### config.mk
export PLATFORM = sky130hd
export DESIGN_NAME = wb_sram_pipe
export DESIGN_NICKNAME = d
export VERILOG_FILES = /design/src/rtl/wb_pkg.sv /design/src/rtl/wb_resp_pipe.sv /design/src/rtl/wb_sram_pipe.sv
export SDC_FILE = /design/constraint.sdc
export NUM_CORES = 1
export LEC_CHECK = 0
export BUFFER_PORTS_ARGS = -buffer_cell sky130_fd_sc_hd__buf_2
export CORE_AREA = 4 4 93 95
export CTS_CLUSTER_DIAMETER = 40
export DETAILED_ROUTE_END_ITERATION = 7
export DIE_AREA = 0 0 97 99
export PLACE_DENSITY = 0.75
export SYNTH_ARGS = -nofsm -noshare
export SYNTH_HDL_FRONTEND = slang
export SYNTH_SLANG_ARGS = --single-unit
### constraint.sdc
create_clock -name clk_i -period 2.4 [get_ports clk_i]
set_input_delay 0 -clock clk_i [delete_from_list [all_inputs] [get_ports clk_i]]
set_output_delay 0 -clock clk_i [all_outputs]
set_load 0.01 [all_outputs]
### src/rtl/wb_pkg.sv
// Shared Wishbone slave types: response pipeline entry, clear-sweep states and
// the bridge-wide byte-select width.
package wb_pkg;

    localparam int BUS_DATA_WIDTH  = 32;
    localparam int SEL_WIDTH       = BUS_DATA_WIDTH / 8;
    // Widest data word a response entry can carry; slaves zero-extend into it.
    localparam int RESP_DATA_WIDTH = 64;

    typedef struct packed {
        logic                       valid;
        logic                       err;
        logic                       we;
        logic [RESP_DATA_WIDTH-1:0] data;
    } resp_t;

    typedef enum logic {
        ST_CLEAR,
        ST_RUN
    } state_t;

endpackage

### src/rtl/wb_resp_pipe.sv
// Purpose: fixed-length delay line carrying Wishbone responses in issue order.
// Latency: LATENCY cycles from resp_in to resp_out.
// Backpressure: none; flush or reset empties every stage on the same edge.
module wb_resp_pipe
    import wb_pkg::*;
#(
    parameter int LATENCY = 1
) (
    input  logic  clk_i,
    input  logic  rst_i,
    input  logic  flush,
    input  resp_t resp_in,
    output resp_t resp_out
);

    resp_t stage [LATENCY];

    always_ff @(posedge clk_i) begin
        if (rst_i || flush) begin
            for (int i = 0; i < LATENCY; i++) begin
                stage[i] <= '0;
            end
        end else begin
            stage[0] <= resp_in;
            for (int i = 1; i < LATENCY; i++) begin
                stage[i] <= stage[i-1];
            end
        end
    end

    assign resp_out = stage[LATENCY-1];

endmodule

### src/rtl/wb_sram_pipe.sv
// Purpose: Wishbone B4 pipelined slave over a byte-writable on-chip word array.
// Latency: ack/err LATENCY cycles after acceptance, strictly in order.
// Backpressure: stall_o only during the post-reset clear sweep; otherwise 1 req/cycle.
module wb_sram_pipe
    import wb_pkg::*;
#(
    parameter int                    ADDR_WIDTH     = 4,
    parameter int                    DATA_WIDTH     = 8,
    parameter int                    DEPTH          = 12,
    parameter int                    LATENCY        = 1,
    parameter int                    CLEAR_ON_RESET = 1,
    parameter logic [DATA_WIDTH-1:0] INIT_VALUE     = '0
) (
    input  logic                    clk_i,
    input  logic                    rst_i,
    input  logic                    cyc_i,
    input  logic                    stb_i,
    input  logic [ADDR_WIDTH-1:0]   adr_i,
    input  logic [DATA_WIDTH-1:0]   dat_i,
    input  logic [DATA_WIDTH/8-1:0] sel_i,
    input  logic                    we_i,
    output logic                    ack_o,
    output logic                    err_o,
    output logic                    rty_o,
    output logic                    stall_o,
    output logic [DATA_WIDTH-1:0]   dat_o
);

    localparam int SW = DATA_WIDTH / 8;
    localparam int CW = (DEPTH > 1) ? $clog2(DEPTH) : 1;
    localparam logic [ADDR_WIDTH:0] DEPTH_L = (ADDR_WIDTH + 1)'(DEPTH);

    logic [DATA_WIDTH-1:0] mem [DEPTH];

    state_t          state, state_nxt;
    logic [CW-1:0]   clr_adr, clr_adr_nxt;
    logic            clr_we;
    logic            acc;
    logic            in_range;
    logic [CW-1:0]   mem_idx;
    logic [DATA_WIDTH-1:0] rd_word;
    resp_t           resp_in, resp_out;

    always_ff @(posedge clk_i) begin
        if (rst_i) begin
            state   <= (CLEAR_ON_RESET != 0) ? ST_CLEAR : ST_RUN;
            clr_adr <= '0;
        end else begin
            state   <= state_nxt;
            clr_adr <= clr_adr_nxt;
        end
    end

    always_comb begin
        state_nxt   = state;
        clr_adr_nxt = clr_adr;
        clr_we      = 1'b0;
        stall_o     = 1'b0;
        case (state)
            ST_CLEAR: begin
                stall_o = 1'b1;
                clr_we  = 1'b1;
                if (clr_adr == CW'(DEPTH - 1)) begin
                    state_nxt   = ST_RUN;
                    clr_adr_nxt = '0;
                end else begin
                    clr_adr_nxt = clr_adr + 1'b1;
                end
            end
            default: ;
        endcase
    end

    assign acc      = cyc_i & stb_i & ~stall_o & ~rst_i;
    assign in_range = ({1'b0, adr_i} < DEPTH_L);
    assign mem_idx  = CW'(adr_i);
    assign rd_word  = mem[mem_idx];

    // Reads see the array as it was before this edge; a write at the same edge
    // can only come from the same request, so there is no forwarding to do.
    always_ff @(posedge clk_i) begin
        if (!rst_i) begin
            if (clr_we) begin
                mem[clr_adr] <= INIT_VALUE;
            end else if (acc && in_range && we_i) begin
                for (int b = 0; b < SW; b++) begin
                    if (sel_i[b]) begin
                        mem[mem_idx][b*8 +: 8] <= dat_i[b*8 +: 8];
                    end
                end
            end
        end
    end

    always_comb begin
        resp_in       = '0;
        resp_in.valid = acc;
        resp_in.err   = acc & ~in_range;
        resp_in.we    = we_i;
        if (acc && in_range && !we_i) begin
            resp_in.data = RESP_DATA_WIDTH'(rd_word);
        end
    end

    // Dropping cyc_i abandons the whole bus cycle, so every queued response goes.
    wb_resp_pipe #(
        .LATENCY (LATENCY)
    ) u_resp_pipe (
        .clk_i    (clk_i),
        .rst_i    (rst_i),
        .flush    (~cyc_i),
        .resp_in  (resp_in),
        .resp_out (resp_out)
    );

    logic [DATA_WIDTH-1:0] resp_dat;
    assign resp_dat = DATA_WIDTH'(resp_out.data);

    assign ack_o = resp_out.valid & ~resp_out.err;
    assign err_o = resp_out.valid & resp_out.err;
    assign rty_o = 1'b0;
    assign dat_o = (ack_o && !resp_out.we) ? resp_dat : '0;

endmodule
* After elaboration in Yosys (flattened, before gate mapping)
Memory sizes are Yosys's and may differ from the RTL's.
Index checks and enable logic that the tools add are counted.
** Storage, ports and cells
- Register bits :: 5
- RAM bits :: 107
- Bits of input ports :: 18
- Memories :: 2
** Memory list
- mem :: words 12, width 8, rd ports 1, clocked after Yosys merged registers in 0, write ports 1, RTL line wb_sram_pipe.sv:33 : logic [DATA_WIDTH-1:0] mem [DEPTH];
- u_resp_pipe.stage :: words 1, width 11, rd ports 1, clocked after Yosys merged registers in 0, write ports 1, RTL line wb_resp_pipe.sv:16 : resp_t stage [LATENCY];
** Cells by class
- Add/sub/neg operators :: 1
- Magnitude comparators :: 1
- Eq/ne operators :: 1
- Mux-type cells :: 21
- Bitwise logic cells :: 10
- Reductions and logical operators :: 9
** Operator list (number)
- $mux 8 :: 3
- $mux 1 :: 15
- $mux 11 :: 1
- $reduce_or 11->1 :: 1
- $mux 4 :: 2
- $reduce_or 8->1 :: 1
- $and 1x1->1 :: 6
- $add 4x1->4 const B :: 1
- $eq 4x4->1 const B :: 1
- $logic_and 1x1->1 :: 4
- $lt 4x4->1 const B :: 1
- $not 1->1 :: 4
- $logic_not 1->1 :: 2
- $logic_or 1x1->1 :: 1

* Depth between registers and ports, before layout
- Word-level depth :: 11
- Gate-level depth with buffers :: 5
- Depth with buffers taken out :: 4

* Cells and area by module
From an unflattened synthesis, not the netlist that was laid out.
** Unflattened totals
- Cells, all modules :: 412
- Area, all modules :: 6563.8 um^2
** Modules (own cells, without submodules)
- wb_sram_pipe :: instances 1, cells each 264, area an instance 4455.5 um^2, sequential area each 2982.9 um^2
- wb_resp_pipe :: instances 1, cells each 148, area an instance 2108.3 um^2, sequential area each 1341.3 um^2

* Least setup slack after synthesis
OpenSTA, ideal clock, no wires.
- Kind :: register to register
- From :: register state
- To :: memory mem[8][0] (enable)
- Library setup time :: 0.388 ns
- Arrival :: 1.636 ns
- Setup slack :: 0.376 ns
- Cell stages (with the launch flop) :: 5
- Path buffers :: 0
- Clock period less this slack :: 2.024 ns
- Path through :: dfxtp_1 > nand4b_4 > inv_2 > a311o_1 > a221oi_1
** Between the ends
- Word-level cells in the longest chain between the ends :: 10
** RTL lines
- start: declaration :: RTL line wb_sram_pipe.sv:35 : state_t state, state_nxt;
- start signal: assignment :: RTL line wb_sram_pipe.sv:46 : state <= (CLEAR_ON_RESET != 0) ? ST_CLEAR : ST_RUN;
- start signal: assignment :: RTL line wb_sram_pipe.sv:49 : state <= state_nxt;
- $and 1x1->1 (2 in series) :: RTL line wb_sram_pipe.sv:74 : assign acc = cyc_i & stb_i & ~stall_o & ~rst_i;
- $logic_and 1x1->1 (2 in series) :: RTL line wb_sram_pipe.sv:85 : end else if (acc && in_range && we_i) begin
- $mux 1 :: RTL line wb_sram_pipe.sv:85
- $mux 1 :: RTL line wb_sram_pipe.sv:83 : if (clr_we) begin
- $mux 1 :: RTL line wb_sram_pipe.sv:82 : if (!rst_i) begin
- $mux 1 (implied by the code) :: RTL line wb_sram_pipe.sv:88 : mem[mem_idx][b*8 +: 8] <= dat_i[b*8 +: 8];
- $reduce_or 8->1 (no line)
- $mux 4 (no line) / $mux 1 (equally long branches)
- end: declaration :: RTL line wb_sram_pipe.sv:33
Several ways; a longest one is shown, not always the timed one.

* Final worst setup path
- From :: input rst_i
- To :: memory mem[2][0] (enable)
** Between the ends
- Word-level cells in the longest chain between the ends :: 10
** RTL lines
- start: declaration :: RTL line wb_sram_pipe.sv:15 : input logic rst_i,
- $not 1->1 :: RTL line wb_sram_pipe.sv:74
- $and 1x1->1 :: RTL line wb_sram_pipe.sv:74
- $logic_and 1x1->1 (2 in series) :: RTL line wb_sram_pipe.sv:85
- $mux 1 :: RTL line wb_sram_pipe.sv:85
- $mux 1 :: RTL line wb_sram_pipe.sv:83
- $mux 1 :: RTL line wb_sram_pipe.sv:82
- $mux 1 (implied by the code) :: RTL line wb_sram_pipe.sv:88
- $reduce_or 8->1 (no line)
- $mux 4 (no line) / $mux 1 (equally long branches)
Several ways; a longest one is shown, not always the timed one.

==> results.py <==
metrics = {
    "outcome": {
        "status": "finished clean",
    },
    "placement": {
        "gp_congestion": 0.9275,
        "placedCellCount": 402,
        "hpwlAfterDp_mm": 5.656,
        "place_ws_ns": 0.4600,
        "io_buffers": 28,
    },
    "worst_hold_path": {
        "min_path_type": "in2reg",
    },
    "floorplan": {
        "dieArea_sq_um": 9603,
        "pin_count": 30,
        "std_cell_rows": 32,
        "die_y_um": 99,
        "core_area_sq_um": 7727,
        "die_x_um": 97,
        "initial_core_util": 0.5972,
    },
    "pwr": {
        "p_switching_mw": 0.7419,
        "pwr_density_cell_nw_per_um2": 672.9,
        "power.total_mw": 3.467,
        "clockPowerShare": 0.331,
        "p_sw_frac": 0.2140,
        "irDropWorstVdd_uv": 377.0,
        "pwr-share-seq": 0.617,
        "pwr-share-comb": 0.053,
        "p_int_mw": 2.725,
        "p_leak_nw": 1.622,
    },
    "logic_synthesis": {
        "ys.flop_type": "edfxtp_1",
        "ys_ff_latch": 112,
        "yosysTopAreaCell": "edfxtp_1",
        "synth.avg_cell_area_sq_um": 16.90,
        "ys_seq_area_frac": 0.6941,
        "yosysTopAreaCellShare": 0.6247,
        "synth_edf_count": 96,
        "synth_area_leaders": "edfxtp_1 (62%), mux4_2 (12%), dfxtp_1 (6.9%)",
        "syn_area_sq_um": 4614,
        "syn_inst": 273,
        "syn_nets": 292,
        "ys_warn_count": 0,
        "synth_most_common_cell": "edfxtp_1",
        "synth_common_cells": "edfxtp_1 (96), mux4_2 (24), and2_1 (19)",
        "async_reset_ff_frac": 0,
        "ys_types": 43,
    },
    "global_route": {
        "grt_first_pass_wirelength_mm": 14.09,
        "gr-total-overflow": 0,
        "grt_pass1_vias": 2570,
        "grt_usage": 0.1964,
        "grt_start_max_net_pins": 27,
        "antenna_found_initial": 0,
    },
    "job": {
        "cap_violations": 0,
    },
    "layout": {
        "final_nets": 336,
        "syn_to_final_growth_pct": 11.66,
        "n_antenna_cell": 0,
        "drive_gt1_frac": 0.2733,
        "final_cell_count_no_fill": 424,
    },
    "setup_path": {
        "cp_data_arrival_time_ns": 1.98,
        "crit_buf_inv": 3,
        "crit_chain": "dlygate4sd3_1, buf_2, nand4b_4, inv_2, a41oi_1, a21oi_1",
        "worst-path-max-fanout": 10,
        "slowest_stage": "a21oi_1",
        "end_kind": "register",
        "slowest_delay_ns": 0.64,
        "required_ns": 2.41,
        "r2r_slack_ns": 0.44,
        "crit_type": "in2reg",
        "start_kind": "primary input",
        "crit_family": "buffers and inverters",
    },
    "cts": {
        "clock_sinks": 112,
        "cts_buffers": 9,
        "post_cts_resize_count": 0,
        "clockBufferDepth": 2,
        "clk_pin_slew_ns": 0.10,
        "cts-root-buf": "clkbuf_8",
        "h-tree-depth": 3,
        "tritoncts": "done",
        "clk_latency_ns": 0.37,
    },
    "timing": {
        "skew_ns": 0.01103,
        "fin_crit_ns": 1.976,
        "period_share": 0.8234,
        "slew_viol_final": 0,
        "rsz0062_at_grt": "false",
        "setup_ws_ns": 0.4238,
        "setup_violations": 0,
        "fmax_mhz": 506.0,
        "worstMarginPinSlew_ns": 0.7567,
        "slew_headroom": 0.4955,
        "tns_ns": 0,
        "holdWs_ns": 0.03295,
        "hold_viol": 0,
    },
    "drt": {
        "vias": 2558,
        "vias_per_cell": 6.033,
        "drt_wl_total_mm": 8.777,
        "drc": 0,
        "wire_per_inst_um": 20.70,
        "drt_iter0_markers": 227,
        "drt_pre_antenna_iters": 5,
        "ant_nets": 0,
    },
}
sequential cells by signal, summed over array words and instances, names as in the netlist:
signal / cells
clr_adr: 4
mem: 96
state: 1
u_resp_pipe.stage: 11
worst paths after layout:
path,from,to,cells past startpoint
worst min-delay path,stb_i,u_resp_pipe.stage[0][10],3
worst min register to register,clr_adr[3],clr_adr[3],2
worst max-delay path,rst_i,mem[2][0],6
worst max register to register,state,mem[2][0],4
through the flow:
step / cell area, sq um / utilization
floorplan: 4614 / -
global placement: 4887 / 0.6324
detailed placement: 4887 / 0.6324
CTS: 5152 / 0.6668
global route: 5152 / 0.6668
finish: 5152 / 0.6668
cells by family (layout without fill, tap and decap cells):
group	after synthesis	after routing	synth area share
buf+inv	22	71	0.02738
mux	25	25	0.1193
flops	112	112	0.6941
other cells	1	1	0.0008127
simple gates	79	79	0.09761
compound gates	33	33	0.05803
fa+ha+maj	1	1	0.002711
layer usage:
layer / vias up / wire length (um) / share of wire / global-route usage
met3: 25 / 556 / 0.063 / 0.04529
met5: - / 0 / 0 / 0
met1: 1233 / 3764 / 0.43 / 0.2712
li1: 1171 / - / - / -
met4: 0 / 218 / 0.025 / 0.07883
met2: 129 / 4237 / 0.48 / 0.3063
area by class of cell:
class	count	area (sq um)
Sequential cell	112	3203
Clock buffer	11	141.4
Multi-Input combinational cell	139	1285
Tap cell	102	127.6
Inverter	7	26.28
Clock inverter	5	63.81
Timing Repair Buffer	48	305.3
Fill cell	515	2575
power by group through the flow:
stage | clock network (mW) | logic (mW) | registers [mW]
2_1_floorplan | 0 | 0.133 | 2.18
3_3_place_gp | 0 | 0.175 | 2.18
3_5_place_dp | 0 | 0.176 | 2.18
4_1_cts | 1.16 | 0.182 | 2.14
5_1_grt | 1.25 | 0.200 | 2.14
6_report | 1.15 | 0.182 | 2.14
layout by cell type, fill, tap and decap left out, types with 5 or more instances in the layout:
master          n
edfxtp_1       96
buf_2          28
mux4_2         24
and2_1         19
nor2_1         16
dfxtp_1        16
buf_4          14
nand2_1        12
clkbuf_8       10
nand2b_1        8
a311oi_1        7
a21oi_1         6
dlygate4sd3_1   6
nor2b_1         5
inv_1           5
worst register-to-register path: stages, from the launching register on:
cell     delay, ns
dfxtp_1       0.35
buf_4         0.18
nor4_1        0.30
a41oi_1       0.13
a21oi_1       0.64
repair_timing:
item	in CTS	in global routing
hold buffers	6	0
endpoints found under the hold margin	7	0
setup buffers	0	0
Power figures use the tool's default switching activity.
